[src/rtl/wisc_pkg.sv]
// Shared WISC-S18 fetch-stage definitions: opcodes, condition codes, FSM states, flag bit positions.
// Latency: n/a (constants, types and pure helper functions only).
// Backpressure: n/a.
package wisc_pkg;

    // Opcodes live in instr[15:12].
    localparam logic [3:0] OP_ADD    = 4'h0;
    localparam logic [3:0] OP_SUB    = 4'h1;
    localparam logic [3:0] OP_NAND   = 4'h2;
    localparam logic [3:0] OP_XOR    = 4'h3;
    localparam logic [3:0] OP_SLL    = 4'h4;
    localparam logic [3:0] OP_SRA    = 4'h5;
    localparam logic [3:0] OP_ROR    = 4'h6;
    localparam logic [3:0] OP_PADDSB = 4'h7;
    localparam logic [3:0] OP_LW     = 4'h8;
    localparam logic [3:0] OP_SW     = 4'h9;
    localparam logic [3:0] OP_LLB    = 4'hA;
    localparam logic [3:0] OP_LHB    = 4'hB;
    localparam logic [3:0] OP_B      = 4'hC;
    localparam logic [3:0] OP_BR     = 4'hD;
    localparam logic [3:0] OP_PCS    = 4'hE;
    localparam logic [3:0] OP_HLT    = 4'hF;

    // Branch condition codes live in instr[11:9].
    localparam logic [2:0] CC_NE     = 3'b000;
    localparam logic [2:0] CC_EQ     = 3'b001;
    localparam logic [2:0] CC_GT     = 3'b010;
    localparam logic [2:0] CC_LT     = 3'b011;
    localparam logic [2:0] CC_GTE    = 3'b100;
    localparam logic [2:0] CC_LTE    = 3'b101;
    localparam logic [2:0] CC_OVFL   = 3'b110;
    localparam logic [2:0] CC_UNCOND = 3'b111;

    typedef enum logic [1:0] {
        S_IDLE = 2'd0,
        S_RUN  = 2'd1,
        S_HALT = 2'd2
    } fsm_state_t;

    // Flag register is packed {Z,V,N}.
    localparam int FLAG_Z = 2;
    localparam int FLAG_V = 1;
    localparam int FLAG_N = 0;

    // Byte offset of a B instruction: sign-extended 9-bit word offset, times two.
    function automatic logic [15:0] branchOffset(input logic [8:0] imm9);
        return {{6{imm9[8]}}, imm9, 1'b0};
    endfunction

    // Arithmetic ops that write all three flags.
    function automatic logic setsAllFlags(input logic [3:0] op);
        return (op == OP_ADD) || (op == OP_SUB);
    endfunction

    // Logic/shift ops that write only Z.
    function automatic logic setsZeroOnly(input logic [3:0] op);
        return (op == OP_XOR) || (op == OP_SLL) || (op == OP_SRA) || (op == OP_ROR);
    endfunction

endpackage

[src/rtl/pc_fetch_unit_if.sv]
// Fetch-stage bus: instruction memory side, ALU flag inputs, PC/halt/status outputs.
// Latency: n/a (wires only).
// Backpressure: a single stall level; no valid/ready pairing on this bus.
// Ports: master = fetch unit (drives imem_addr/imem_en/instruction/pc/pc_plus2/hlt/flags/inst_count),
//        slave  = surrounding core / memory (drives imem_data/stall/alu_*/reg_target).
interface pc_fetch_unit_if #(
    parameter int CNT_W = 16
);
    logic [15:0]      imem_data;
    logic             stall;
    logic             alu_z;
    logic             alu_v;
    logic             alu_n;
    logic [15:0]      reg_target;
    logic [15:0]      imem_addr;
    logic             imem_en;
    logic [15:0]      instruction;
    logic [15:0]      pc;
    logic [15:0]      pc_plus2;
    logic             hlt;
    logic [2:0]       flags;
    logic [CNT_W-1:0] inst_count;

    modport master (
        input  imem_data, stall, alu_z, alu_v, alu_n, reg_target,
        output imem_addr, imem_en, instruction, pc, pc_plus2, hlt, flags, inst_count
    );

    modport slave (
        output imem_data, stall, alu_z, alu_v, alu_n, reg_target,
        input  imem_addr, imem_en, instruction, pc, pc_plus2, hlt, flags, inst_count
    );
endinterface

[src/rtl/pc_fetch_unit_branch_cond_eval.sv]
// Evaluates a 3-bit branch condition code against the registered {Z,V,N} flags.
// Latency: purely combinational.
// Backpressure: none.
// Ports: ccc (condition code), flags ({Z,V,N}), taken (1 = branch condition holds).
module branch_cond_eval
    import wisc_pkg::*;
(
    input  logic [2:0] ccc,
    input  logic [2:0] flags,
    output logic       taken
);
    logic z;
    logic v;
    logic n;

    assign z = flags[FLAG_Z];
    assign v = flags[FLAG_V];
    assign n = flags[FLAG_N];

    always_comb begin
        taken = 1'b0;
        unique case (ccc)
            CC_NE:     taken = !z;
            CC_EQ:     taken = z;
            CC_GT:     taken = !z && !n;
            CC_LT:     taken = n;
            CC_GTE:    taken = z || (!z && !n);
            CC_LTE:    taken = z || n;
            CC_OVFL:   taken = v;
            CC_UNCOND: taken = 1'b1;
            default:   taken = 1'b0;
        endcase
    end
endmodule

[src/rtl/pc_fetch_unit.sv]
// Fetch/PC-control stage: holds PC, {Z,V,N} flags, retired count and the idle/run/halt FSM; resolves B/BR/PCS next-PC.
// Latency: single cycle; fetch address and hlt are combinational from current state, PC/flags update on the next posedge.
// Backpressure: stall=1 freezes PC, flags, counter and FSM for that cycle.
// Ports: clk, rst_n (sync, active-low), bus (pc_fetch_unit_if.master: imem_data/stall/alu_*/reg_target in,
//        imem_addr/imem_en/instruction/pc/pc_plus2/hlt/flags/inst_count out).
module pc_fetch_unit
    import wisc_pkg::*;
#(
    parameter logic [15:0] RESET_PC    = 16'h0000,
    parameter logic [3:0]  HALT_OPCODE = 4'hF,
    parameter int          CNT_W       = 16
) (
    input  logic             clk,
    input  logic             rst_n,
    pc_fetch_unit_if.master  bus
);
    fsm_state_t       state;
    fsm_state_t       stateNext;
    logic [15:0]      pcQ;
    logic [15:0]      pcNext;
    logic [15:0]      pcPlus2;
    logic [2:0]       flagsQ;
    logic [2:0]       flagsNext;
    logic [CNT_W-1:0] cntQ;

    logic [3:0]       opcode;
    logic             isHaltOp;
    logic             retire;
    logic             taken;
    logic             imemEn;
    logic             hltOut;
    logic [15:0]      instOut;

    assign opcode   = bus.imem_data[15:12];
    assign isHaltOp = (opcode == HALT_OPCODE);
    // An instruction retires on a running, unstalled cycle; the halt instruction itself counts.
    assign retire   = (state == S_RUN) && !bus.stall;
    assign pcPlus2  = pcQ + 16'd2;

    // Branches test the flags written on earlier edges, never this cycle's ALU outputs.
    branch_cond_eval uCondEval (
        .ccc   (bus.imem_data[11:9]),
        .flags (flagsQ),
        .taken (taken)
    );

    // ---------------- FSM: state register ----------------
    always_ff @(posedge clk) begin
        if (!rst_n) begin
            state <= S_IDLE;
        end else begin
            state <= stateNext;
        end
    end

    // ---------------- FSM: next state ----------------
    always_comb begin
        stateNext = state;
        unique case (state)
            S_IDLE:  stateNext = S_RUN;
            S_RUN:   if (isHaltOp && !bus.stall) stateNext = S_HALT;
            S_HALT:  stateNext = S_HALT;
            default: stateNext = S_IDLE;
        endcase
    end

    // ---------------- FSM: outputs ----------------
    // Gated by rst_n so the outputs read as idle for the whole reset cycle, whatever state preceded it.
    always_comb begin
        imemEn  = 1'b0;
        hltOut  = 1'b0;
        instOut = 16'h0000;
        if (rst_n) begin
            unique case (state)
                S_RUN: begin
                    imemEn  = 1'b1;
                    hltOut  = isHaltOp;
                    instOut = bus.imem_data;
                end
                S_HALT: begin
                    imemEn = 1'b1;
                    hltOut = 1'b1;
                end
                default: begin
                    imemEn  = 1'b0;
                    hltOut  = 1'b0;
                    instOut = 16'h0000;
                end
            endcase
        end
    end

    // ---------------- next PC ----------------
    always_comb begin
        pcNext = pcQ;
        if (retire && !isHaltOp) begin
            unique case (opcode)
                OP_B:    pcNext = taken ? (pcPlus2 + branchOffset(bus.imem_data[8:0])) : pcPlus2;
                OP_BR:   pcNext = taken ? bus.reg_target : pcPlus2;
                default: pcNext = pcPlus2;
            endcase
        end
    end

    // ---------------- next flags ----------------
    always_comb begin
        flagsNext = flagsQ;
        if (retire) begin
            if (setsAllFlags(opcode)) begin
                flagsNext[FLAG_Z] = bus.alu_z;
                flagsNext[FLAG_V] = bus.alu_v;
                flagsNext[FLAG_N] = bus.alu_n;
            end else if (setsZeroOnly(opcode)) begin
                flagsNext[FLAG_Z] = bus.alu_z;
            end
        end
    end

    // ---------------- architectural registers ----------------
    always_ff @(posedge clk) begin
        if (!rst_n) begin
            pcQ    <= RESET_PC;
            flagsQ <= 3'b000;
            cntQ   <= '0;
        end else begin
            pcQ    <= pcNext;
            flagsQ <= flagsNext;
            if (retire) begin
                cntQ <= cntQ + CNT_W'(1);
            end
        end
    end

    assign bus.imem_addr   = pcQ;
    assign bus.pc          = pcQ;
    assign bus.pc_plus2    = pcPlus2;
    assign bus.imem_en     = imemEn;
    assign bus.hlt         = hltOut;
    assign bus.instruction = instOut;
    assign bus.flags       = flagsQ;
    assign bus.inst_count  = cntQ;
endmodule

[src/flat_wrapper.sv]
// flat-port wrapper written by rule: the top's interface ports become plain ports
module pc_fetch_unit_flat import wisc_pkg::*;
#(
    parameter logic [15:0] RESET_PC    = 16'h0000,
    parameter logic [3:0]  HALT_OPCODE = 4'hF,
    parameter int          CNT_W       = 16
)
  (clk, rst_n, bus_imem_data, bus_stall, bus_alu_z, bus_alu_v, bus_alu_n, bus_reg_target, bus_imem_addr, bus_imem_en, bus_instruction, bus_pc, bus_pc_plus2, bus_hlt, bus_flags, bus_inst_count);
  pc_fetch_unit_if #(.CNT_W(CNT_W)) bus_i ();
  input  logic clk;
  input  logic rst_n;
  input wire logic [$bits(bus_i.imem_data)-1:0] bus_imem_data;
  input wire logic [$bits(bus_i.stall)-1:0] bus_stall;
  input wire logic [$bits(bus_i.alu_z)-1:0] bus_alu_z;
  input wire logic [$bits(bus_i.alu_v)-1:0] bus_alu_v;
  input wire logic [$bits(bus_i.alu_n)-1:0] bus_alu_n;
  input wire logic [$bits(bus_i.reg_target)-1:0] bus_reg_target;
  output wire logic [$bits(bus_i.imem_addr)-1:0] bus_imem_addr;
  output wire logic [$bits(bus_i.imem_en)-1:0] bus_imem_en;
  output wire logic [$bits(bus_i.instruction)-1:0] bus_instruction;
  output wire logic [$bits(bus_i.pc)-1:0] bus_pc;
  output wire logic [$bits(bus_i.pc_plus2)-1:0] bus_pc_plus2;
  output wire logic [$bits(bus_i.hlt)-1:0] bus_hlt;
  output wire logic [$bits(bus_i.flags)-1:0] bus_flags;
  output wire logic [$bits(bus_i.inst_count)-1:0] bus_inst_count;
  assign bus_i.imem_data = bus_imem_data;
  assign bus_i.stall = bus_stall;
  assign bus_i.alu_z = bus_alu_z;
  assign bus_i.alu_v = bus_alu_v;
  assign bus_i.alu_n = bus_alu_n;
  assign bus_i.reg_target = bus_reg_target;
  assign bus_imem_addr = bus_i.imem_addr;
  assign bus_imem_en = bus_i.imem_en;
  assign bus_instruction = bus_i.instruction;
  assign bus_pc = bus_i.pc;
  assign bus_pc_plus2 = bus_i.pc_plus2;
  assign bus_hlt = bus_i.hlt;
  assign bus_flags = bus_i.flags;
  assign bus_inst_count = bus_i.inst_count;
  pc_fetch_unit #(.RESET_PC(RESET_PC), .HALT_OPCODE(HALT_OPCODE), .CNT_W(CNT_W)) u_core (.clk(clk), .rst_n(rst_n), .bus(bus_i));
endmodule
[config.mk]
export PLATFORM = sky130hd
export DESIGN_NAME = pc_fetch_unit_flat
export DESIGN_NICKNAME = d
export VERILOG_FILES = /design/src/rtl/wisc_pkg.sv /design/src/rtl/pc_fetch_unit_if.sv /design/src/rtl/pc_fetch_unit_branch_cond_eval.sv /design/src/rtl/pc_fetch_unit.sv /design/src/flat_wrapper.sv
export SDC_FILE = /design/constraint.sdc
export NUM_CORES = 1
export LEC_CHECK = 0
export ABC_AREA = 1
export ABC_CLOCK_PERIOD_IN_PS = 3600
export BUFFER_PORTS_ARGS = -buffer_cell sky130_fd_sc_hd__buf_2
export CAP_MARGIN = 20
export CORE_AREA = 4 4 85 107
export DETAILED_ROUTE_END_ITERATION = 8
export DIE_AREA = 0 0 89 111
export GPL_TIMING_DRIVEN = 1
export PLACE_DENSITY_LB_ADDON = 0.25
export SYNTH_ARGS = -nofsm -noshare
export SYNTH_HDL_FRONTEND = slang
export SYNTH_SLANG_ARGS = --single-unit
[constraint.sdc]
create_clock -name clk -period 3.6 [get_ports clk]
set_clock_uncertainty 0.1 [all_clocks]
set_input_delay 0.18 -clock clk [delete_from_list [all_inputs] [get_ports clk]]
set_output_delay 0.18 -clock clk [all_outputs]
set_load 0.1 [all_outputs]
==> flow_summary_export.csv, run 1 <==
group,metric,value,unit
synthesis,synth_ff_type,"dfxtp_1",
placement,numPortBuffers,122,
placement,placed_cell_area,4210,um^2
power,pwr-share-comb,0.661,
worst_hold_path,hp-start,"bus_alu_v",
finish,final_core_util,0.534,
global_routing,grt_max_degree,29,
die,die_w,89,um
finish,area_delta_synth_final,27.3,%
die,coreArea,8100,um^2
placement,dp_hpwl,8500,um
synthesis,synth_compound_area_frac,0.166,
die,initial_utilization,0.419,
synthesis,synthCells,558,
sta,relSlewSlack,0.490,
power,power_frac_seq,0.202,
route,drc,0,
synthesis,synth.avg_cell_area,6.09,um^2
sta,setup_viol,0,
finish,finalNetCount,720,
power,p_int,1.01,mW
clock_network,cts_buffers,5,
synthesis,async_flop_share,0,
die,die_h,111,um
route,antenna_left,0,
die,die_area,9880,um^2
placement,gp_congestion,0.976,
finish,layout_common_cells,"132 x nand2_1, 122 x buf_2, 69 x inv_1",
power,powerDensity,630,nW/um^2
setup_path,crit_arrival,3.10,ns
power,cellLeakagePower,2.28,nW
global_routing,grt_pass1_wl,17500,um
synthesis,synth_seq_area_share,0.218,
power,swShare,0.628,
clock_network,cts-root-buf,"clkbuf_8",
setup_path,r2r-start,"u_core.bus.imem_addr[1]$_SDFFE_PN0P_",
setup_path,worstPathMaxFanout,8,
sta,finalHoldViolCount,0,
sta,layout_setup_ws,0.635,ns
global_routing,overflow,0,
global_routing,antenna_found_initial,0,
synthesis,yosysWarningCount,0,
clock_network,cts_sinks,37,
route,post_drt_wl_per_cell,14.0,um
sta,worst_pin_slew,0.764,ns
finish,final_common_cell,"nand2_1",
setup_path,path_cells,"ha_1 > nand3_1 > nor3_2 > nand2_1 > xnor2_4 > ha_1 > inv_1 > nor3_1 > nand3_1 > nand2_1 > nand2_1 > nand3_1 > nand3_1 > a21oi_1",
clock_network,cts_tree,"done",
route,detailroute.via_count,3804,
finish,layout-drive-gt1-share,0.278,
setup_path,endpoint_kind,"flop",
clock_network,clock_path_buffers,2,
global_routing,grt_use_total,0.221,
worst_hold_path,min_path_type,"primary input to flop",
sta,period_share,0.824,
route,first_pass_iters,4,
clock_network,clk-insertion-delay-late,0.29,ns
synthesis,synthMuxAreaShare,0,
global_routing,grt_pass1_vias,3753,
clock_network,cts_setup_buffers,0,
setup_path,max_stage_delay,0.40,ns
sta,max_freq,0.337,GHz
synthesis,syn_nets,618,
die,num_rows,37,
route,routed_wl,10600,um
setup_path,path_class,"flop to flop",
synthesis,ys_seq_elements,37,
sta,drv_slew,0,
synthesis,synth_edf_count,0,
clock_network,clkTransAtPathRegs,0.08,ns
synthesis,synthAdderAreaFrac,0.0832,
power,p_clk_frac,0.137,
clock_network,post_cts_resized,0,
clock_network,hold_buffers,0,
synthesis,ys_types,40,
synthesis,synthesis.area,3400,um^2
setup_path,cp.required,3.73,ns
setup_path,critical-path-slowest-cell,"dfxtp_4",
power,power.ir.vdd_worst,0.000440,V
route,drt_iter0_markers,191,
finish,fin_area,4320,um^2
route,viasPerCell,5.02,
synthesis,synth_top_family_by_area,"simple AND/OR/NAND/NOR gates",
finish,diodes,0,
power,p_sw,1.71,mW
sta,min_period,2.96,ns
setup_path,start_kind,"flop",
setup_path,timing.reg2reg.setup_slack,0.64,ns
synthesis,synth_xor_area_frac,0.0460,
die,ioPinCount,123,
sta,rsz0062_at_grt,"false",
clock_network,h-tree-depth,2,
synthesis,synth-simple-area-share,0.351,
placement,post-place-ws,0.630,ns
setup_path,path_common_cell,"nand3_1",
run,maxCapViolCount,0,
run_status,status,"complete, no violations",
finish,fillCellCount,821,
power,power,2.72,mW
setup_path,crit_start,"u_core.bus.imem_addr[1]$_SDFFE_PN0P_",
-- area by class of cell --
type | instances | area (um^2) | share of cell area
inverter | 74 | 289 | 0.0668
clock buffer | 5 | 68.8 | 0.0159
timing repair buffer | 124 | 626 | 0.145
sequential | 37 | 756 | 0.175
tap | 97 | 121 | 0.0281
multi-input combinational | 418 | 2420 | 0.559
clock inverter | 3 | 45.0 | 0.0104
-- per-layer routing --
metal	vias up	global-route usage	routed length, um	share of wire
met1	1683	0.248	4180	0.39
met2	110	0.399	5530	0.52
met3	20	0.0409	623	0.059
met5	-	0	0	0
met4	0	0.0824	276	0.026
li1	1991	-	-	-
-- metrics by stage --
step	std cells	TNS, ns	hold WS (ns)
floorplan	558	-0.173	0.215
global placement	750	0	0.313
detailed placement	750	0	0.320
CTS	758	0	0.0168
global route	758	0	0.0156
finish	758	0	0.0176
-- cell usage after synthesis (3+ instances only) --
| master | count | area share |
|---|---|---|
| nand2_1 | 137 | 0.15 |
| xnor2_1 | 3 | 0.0077 |
| ha_1 | 21 | 0.077 |
| nor3_1 | 5 | 0.0074 |
| nand4_1 | 7 | 0.013 |
| nand3_1 | 38 | 0.056 |
| dfxtp_1 | 37 | 0.22 |
| buf_2 | 4 | 0.0059 |
| o21ai_0 | 41 | 0.060 |
| nor2_4 | 4 | 0.013 |
| o211ai_1 | 5 | 0.011 |
| nor2_1 | 70 | 0.077 |
| inv_1 | 72 | 0.080 |
| clkbuf_1 | 7 | 0.0077 |
| a21oi_1 | 46 | 0.068 |
| a31oi_1 | 3 | 0.0055 |
| buf_4 | 18 | 0.040 |
| xor2_1 | 13 | 0.034 |
-- power groups by stage --
stage	logic [mW]	clock network, mW	registers (mW)
global placement	1.80	0	0.557
floorplan	1.27	0	0.828
CTS	1.81	0.383	0.550
finish	1.80	0.374	0.549
global route	1.91	0.401	0.563
detailed placement	1.81	0	0.560
-- worst paths after layout --
| check | to | cells after the start |
|---|---|---|
| worst max register to register | u_core.bus.imem_addr[14]$_SDFFE_PN0P_ | 14 |
| worst max-delay path | u_core.bus.imem_addr[14]$_SDFFE_PN0P_ | 14 |
| worst min-delay path | u_core.bus.flags[1]$_SDFFE_PN0P_ | 3 |
| worst min register to register | u_core.bus.imem_addr[0]$_SDFFE_PN0P_ | 2 |
-- kinds of logic (layout without fill, tap and decap cells) --
family                     after synthesis  after routing
adders and majority gates               22             22
AOI/OAI and AO/OA                      105            105
buffers and inverters                  103            206
and+or+nand+nor                        274            274
xor gates and xnor gates                17             17
DFF                                     37             37
-- sequential cells by signal, summed over array words and instances (netlist names) --
signal	count
u_core.bus.flags	3
u_core.bus.inst_count	16
u_core.state	2
u_core.bus.imem_addr	16
-- worst max-delay path, delay by kind of cell (launching register included) --
family	cells	cell delay, ns
buf+inv	1	0.07
compound gates	1	0.13
fa+ha+maj	2	0.60
xor+xnor	1	0.19
flops	1	0.40
simple gates	9	1.41
Note: power is estimated with default switching activity, not from simulation.
==> inputs of run 2 (changes only) <==
- ABC_AREA: 1 -> 0
- ABC_CLOCK_PERIOD_IN_PS: 3600 -> 2700
- CORE_AREA: 4 4 85 107 -> 4 4 83 104
- DIE_AREA: 0 0 89 111 -> 0 0 87 108
- clock period: 3.6 -> 2.7 ns (I/O delays scaled with it)
==> run 2 against run 1 <==
The run now ends with setup timing left. First-iteration DRC count is 5.8% lower. Critical path depth is 1 lower. Worst hold slack worse by 0.0079 ns. Die area is 4.9% lower. Critical endpoint is now u_core.bus.imem_addr[13]$_SDFFE_PN0P_. Largest power group unchanged.
==> flow_summary_export.csv, run 2 <==
group,metric,value,unit
route,detailroute.via_count,3829,
finish,fin_area,4890,um^2
synthesis,synth.avg_cell_area,7.50,um^2
placement,gp_congestion,0.954,
sta,layout_setup_ws,-0.0242,ns
clock_network,clk-insertion-delay-late,0.30,ns
synthesis,synth_compound_area_frac,0.212,
route,drc,0,
power,p_sw,1.78,mW
clock_network,cts-root-buf,"clkbuf_8",
sta,fin_setup_tns,-0.0459,ns
die,initial_utilization,0.419,
setup_path,path_class,"flop to flop",
sta,max_freq,0.367,GHz
run,maxCapViolCount,0,
synthesis,async_flop_share,0,
sta,worst_pin_slew,0.609,ns
setup_path,start_kind,"flop",
global_routing,grt_pass1_wl,18100,um
finish,fillCellCount,666,
clock_network,cts_buffers,5,
setup_path,timing.reg2reg.setup_slack,-0.02,ns
setup_path,critical-path-slowest-cell,"dfxtp_4",
finish,area_delta_synth_final,51.5,%
finish,finalNetCount,640,
clock_network,cts_sinks,37,
global_routing,grt_max_degree,32,
power,p_clk_frac,0.165,
setup_path,worstPathMaxFanout,5,
synthesis,yosysWarningCount,0,
die,coreArea,7700,um^2
synthesis,synth_ff_type,"dfxtp_1",
synthesis,synth.top_cell.area_share,0.230,
power,power.ir.vdd_worst,0.000522,V
setup_path,max_stage_delay,0.39,ns
route,post_drt_wl_per_cell,17.5,um
clock_network,cts_tree,"done",
sta,period_share,1.01,
clock_network,clkTransAtPathRegs,0.09,ns
die,num_rows,36,
synthesis,synth_seq_area_share,0.230,
placement,dp_hpwl,8860,um
power,pwr-share-comb,0.627,
synthesis,synth_edf_count,0,
setup_path,cp.required,2.79,ns
setup_path,path_common_cell,"buf_4",
power,cellLeakagePower,2.33,nW
synthesis,synth_most_common_cell,"nand2_1",
power,power_frac_seq,0.208,
global_routing,grt_pass1_vias,3722,
setup_path,path_cells,"buf_4 > nand3_4 > buf_4 > nor3_4 > xor2_4 > ha_4 > buf_4 > a21oi_1 > o21a_1 > o21ai_2 > a31oi_2 > mux2i_1 > o31ai_1",
power,power,3.13,mW
sta,drv_slew,0,
synthesis,synth_xor_area_frac,0.0896,
sta,min_period,2.72,ns
setup_path,crit_arrival,2.81,ns
route,viasPerCell,5.66,
global_routing,overflow,0,
clock_network,clock_path_buffers,2,
sta,setup_viol,2,
finish,diodes,0,
route,first_pass_iters,4,
finish,layout_common_cells,"122 x buf_2, 52 x buf_4, 47 x nand2_1",
route,antenna_left,0,
route,routed_wl,11800,um
synthesis,synthMuxAreaShare,0.0186,
finish,final_common_cell,"buf_2",
global_routing,grt_use_total,0.242,
synthesis,yosys.area.top_type,"dfxtp_1",
placement,placed_cell_area,4520,um^2
run_status,violations,"setup timing",
power,swShare,0.569,
synthesis,synth-simple-area-share,0.283,
worst_hold_path,min_path_type,"primary input to flop",
synthesis,ys_top_cells_by_count,"50 x nand2_1, 37 x dfxtp_1, 31 x a21oi_1, 31 x nor2_1, 25 x and3_1",
route,drt_iter0_markers,180,
power,p_int,1.35,mW
sta,finalHoldViolCount,0,
synthesis,synth_top_family_by_area,"simple AND/OR/NAND/NOR gates",
power,powerDensity,640,nW/um^2
sta,relSlewSlack,0.593,
run_status,status,"finished with violations",
finish,layout-drive-gt1-share,0.435,
die,die_w,87,um
synthesis,synthesis.area,3220,um^2
synthesis,ys_seq_elements,37,
die,die_area,9400,um^2
die,die_h,108,um
die,ioPinCount,123,
sta,rsz0062_at_grt,"true",
setup_path,endpoint_kind,"flop",
synthesis,syn_nets,490,
synthesis,synthCells,430,
synthesis,synthAdderAreaFrac,0.0877,
clock_network,h-tree-depth,2,
placement,numPortBuffers,122,
global_routing,antenna_found_initial,0,
synthesis,ys_types,52,
synthesis,yosys-top-cells-area,"dfxtp_1 23%, ha_1 8.1%, nand2_1 5.8%",
==> run 2: changes by cell type after synthesis, sizes merged, moves of 14 or more <==
cell,previous run,this run
o21ai,43,21
xnor2,4,18
nand2,140,50
nand3,39,13
inv,73,9
and3,0,25
nor2,76,32
a21oi,46,31
==> run 2: worst paths after layout <==
check                                            start                               endpoint  cells past startpoint
hold / removal                       bus_reg_target[0]   u_core.bus.imem_addr[0]$_SDFFE_PN0P_                      3
setup / recovery  u_core.bus.imem_addr[1]$_SDFFE_PN0P_  u_core.bus.imem_addr[13]$_SDFFE_PN0P_                     13
hold reg to reg   u_core.bus.imem_addr[0]$_SDFFE_PN0P_   u_core.bus.imem_addr[0]$_SDFFE_PN0P_                      2
setup reg to reg  u_core.bus.imem_addr[1]$_SDFFE_PN0P_  u_core.bus.imem_addr[13]$_SDFFE_PN0P_                     13
==> run 2: cell type report <==
cell class              count  area, um^2  share of cell area
flip-flops and latches     37         785               0.161
repair buffers            182        1090               0.223
inverters                   9        33.8             0.00691
multi-input cells         345        2750               0.562
clock buffers               5        68.8              0.0141
clock inverters             3        45.0             0.00922
well taps                  95         119              0.0243
==> run 2: critical path: cells and delay by family (launching register included) <==
kind / cells / cell delay (ns)
xor+xnor: 1 / 0.21
flops: 1 / 0.39
buf+inv: 3 / 0.41
mux: 1 / 0.23
fa+ha+maj: 1 / 0.23
simple gates: 2 / 0.29
compound gates: 5 / 0.76
==> run 2: kinds of logic after synthesis <==
| family | after synthesis |
|---|---|
| AOI/OAI and AO/OA | 105 |
| muxes | 6 |
| xor gates and xnor gates | 33 |
| buffers and inverters | 48 |
| DFF | 37 |
| and+or+nand+nor | 179 |
| adders and majority gates | 22 |
==> run 2: through the flow <==
| stage | std cells | hold WS, ns | utilization | setup slack, ns |
|---|---|---|---|---|
| 6_report | 676 | 0.00965 | 0.634 | -0.0242 |
| 5_1_grt | 676 | 0.0167 | 0.634 | -0.142 |
| 4_1_cts | 665 | 0.00491 | 0.609 | 0.0120 |
| 3_5_place_dp | 651 | 0.274 | 0.587 | -0.0410 |
| 3_3_place_gp | 651 | 0.269 | 0.587 | -0.00337 |
| 2_1_floorplan | 430 | 0.179 | - | -0.579 |
==> run 2: what timing repair did <==
action | 4_1_cts | 5_1_grt
endpoints found under the setup margin | 6 | 8
gates resized for setup | 2 | 22
pin swaps | 5 | 22
hold endpoints to repair | 3 | 0
buffers inserted | 3 | 11
hold buffers | 3 | 0
==> run 2: per-layer routing <==
layer	track usage	part of all wire	wire [um]	vias to the layer above
li1	-	-	-	1838
met2	0.427	0.51	5990	152
met1	0.279	0.38	4470	1805
met3	0.0473	0.077	910	34
met4	0.108	0.040	473	0
met5	0	0	0	-
==> run 2: power by group through the flow <==
stage | clock network (mW) | logic (mW) | registers [mW]
floorplan | 0 | 1.31 | 0.881
CTS | 0.521 | 1.91 | 0.647
finish | 0.516 | 1.96 | 0.649
global route | 0.546 | 2.05 | 0.655
detailed placement | 0 | 1.89 | 0.662
global placement | 0 | 1.87 | 0.659
==> inputs of run 3 (changes only) <==
- REMOVE_ABC_BUFFERS: not set -> 1
==> run 3 against run 2 <==
The flow still finishes with violations (setup timing). Maximum frequency decreased by 0.23%. Sequential share of layout area about the same. Utilization decreased by 2.4 points. Critical endpoint is now u_core.bus.imem_addr[9]$_SDFFE_PN0P_. Global-route usage increased by 0.17 points. Final cell count increased by 2.8%.
==> flow_summary_export.csv, run 3 (synthesized netlist as in run 2, its figures left out) <==
group,metric,value,unit
route,wl_met1,4630,um
sta,max_freq,0.366,GHz
sta,period_share,1.01,
finish,finalNonFillerCells,695,
finish,fillCellCount,710,
die,initial_utilization,0.419,
finish,final_common_cell,"buf_2",
power,powerDensity,663,nW/um^2
finish,finalNetCount,659,
route,drt_iter0_markers,182,
global_routing,grt_use_total,0.244,
global_routing,grt_pass1_vias,3758,
finish,area_delta_synth_final,45.8,%
clock_network,cts_sinks,37,
route,antenna_left,0,
global_routing,grt_max_degree,30,
run,maxCapViolCount,0,
clock_network,clk-insertion-delay-late,0.30,ns
global_routing,grt_pass1_wl,18300,um
route,wl_met2,6040,um
route,top_layer,"met4",
clock_network,cts_tree,"done",
route,routed_wl,11800,um
clock_network,cts_buffers,5,
die,num_rows,36,
route,wl_met3,766,um
die,die_area,9400,um^2
finish,layout_common_cells,"122 x buf_2, 72 x buf_4, 48 x nand2_1",
route,viasPerCell,5.60,
finish,diodes,0,
placement,numPortBuffers,122,
setup_path,crit_arrival,2.84,ns
sta,worst_pin_slew,0.517,ns
route,first_pass_iters,5,
run_status,violations,"setup timing",
global_routing,antenna_found_initial,0,
power,cellLeakagePower,2.40,nW
finish,layout-drive-gt1-share,0.420,
clock_network,clkTransAtPathRegs,0.09,ns
die,ioPinCount,123,
sta,relSlewSlack,0.655,
placement,dp_hpwl,8820,um
setup_path,worstPathMaxFanout,4,
setup_path,path_class,"flop to flop",
placement,dp.cells,678,
sta,min_period,2.73,ns
sta,hold_slack,0.0309,ns
sta,finalHoldViolCount,0,
die,die_h,108,um
setup_path,start_kind,"flop",
sta,setup_viol,1,
worst_hold_path,min_path_type,"primary input to flop",
power,power.ir.vdd_worst,0.000642,V
setup_path,endpoint_kind,"flop",
die,die_w,87,um
route,detailroute.via_count,3894,
placement,gp_congestion,0.990,
route,post_drt_wl_per_cell,17.0,um
run_status,status,"finished with violations",
route,drc,0,
clock_network,cts-root-buf,"clkbuf_8",
clock_network,h-tree-depth,2,
global_routing,overflow,0,
sta,layout_setup_ws,-0.0305,ns
setup_path,cp.required,2.81,ns
sta,drv_slew,0,
clock_network,clock_path_buffers,2,
die,coreArea,7700,um^2
sta,rsz0062_at_grt,"true",
[run 3: cell types whose count changed in the layout (fill, tap and decap cells not counted), sizes merged]
| cell | delta |
|---|---|
| buf | +19 |
| clkbuf | +1 |
| inv | -1 |
[run 3: final cells by class]
type                    count  area, um^2  share of cell area
inverters                   9        33.8             0.00718
flip-flops and latches     37         754               0.160
multi-input cells         345        2460               0.523
repair buffers            201        1230               0.261
well taps                  95         119              0.0253
clock buffers               6        72.6              0.0154
clock inverters             2        38.8             0.00825
[run 3: worst max-delay path, cell delays in order, from the launching register on]
cell and delay, ns:
dfxtp_2 0.35, buf_6 0.11, nand3_1 0.09, xnor2_1 0.33, ha_1 0.32, and3_1 0.20
a221oi_2 0.24, buf_4 0.17, o21ai_0 0.12, xnor2_1 0.14, o211a_1 0.21, o32ai_1 0.26
[run 3: per-stage QoR]
step | utilization | setup TNS (ns) | setup slack, ns | instance area [um^2] | power [mW]
final | 0.610 | -0.0305 | -0.0305 | 4700 | 3.12
after global routing | 0.610 | -0.708 | -0.141 | 4700 | 3.27
after CTS | 0.585 | 0 | 0.00769 | 4510 | 3.07
after detailed placement | 0.553 | -0.606 | -0.174 | 4260 | 2.53
after global placement | 0.553 | -0.289 | -0.109 | 4260 | 2.51
after floorplan | - | -61.71 | -3.47 | 3000 | 2.06
[run 3: where the power goes]
part / leakage (nW) / switching (mW) / total (mW) / internal [mW]
sequential: 0.303 / 0.0521 / 0.644 / 0.592
clock: 0.0554 / 0.229 / 0.506 / 0.278
combinational: 2.04 / 1.48 / 1.97 / 0.492
[run 3: final timing paths]
path | from | to | slack [ns] | cells after the start
setup / recovery | u_core.bus.imem_addr[2]$_SDFFE_PN0P_ | u_core.bus.imem_addr[9]$_SDFFE_PN0P_ | -0.03 | 11
hold / removal | bus_reg_target[0] | u_core.bus.imem_addr[0]$_SDFFE_PN0P_ | 0.03 | 3
setup reg to reg | u_core.bus.imem_addr[2]$_SDFFE_PN0P_ | u_core.bus.imem_addr[9]$_SDFFE_PN0P_ | -0.03 | 11
hold reg to reg | u_core.bus.inst_count[5]$_SDFFE_PN0P_ | u_core.bus.inst_count[5]$_SDFFE_PN0P_ | 0.41 | 2
[run 3: routing by layer]
layer	track usage	vias up
li1	-	1878
met3	0.0328	34
met5	0	-
met4	0.0958	0
met2	0.434	170
met1	0.292	1812
[run 3: repair_timing]
item                                    4_1_cts  5_1_grt
pin swaps                                     6       24
buffers inserted                              2        4
hold buffers                                  3        0
endpoints found under the hold margin         3        0
gates resized for setup                      20       37
endpoints found under the setup margin        7        8
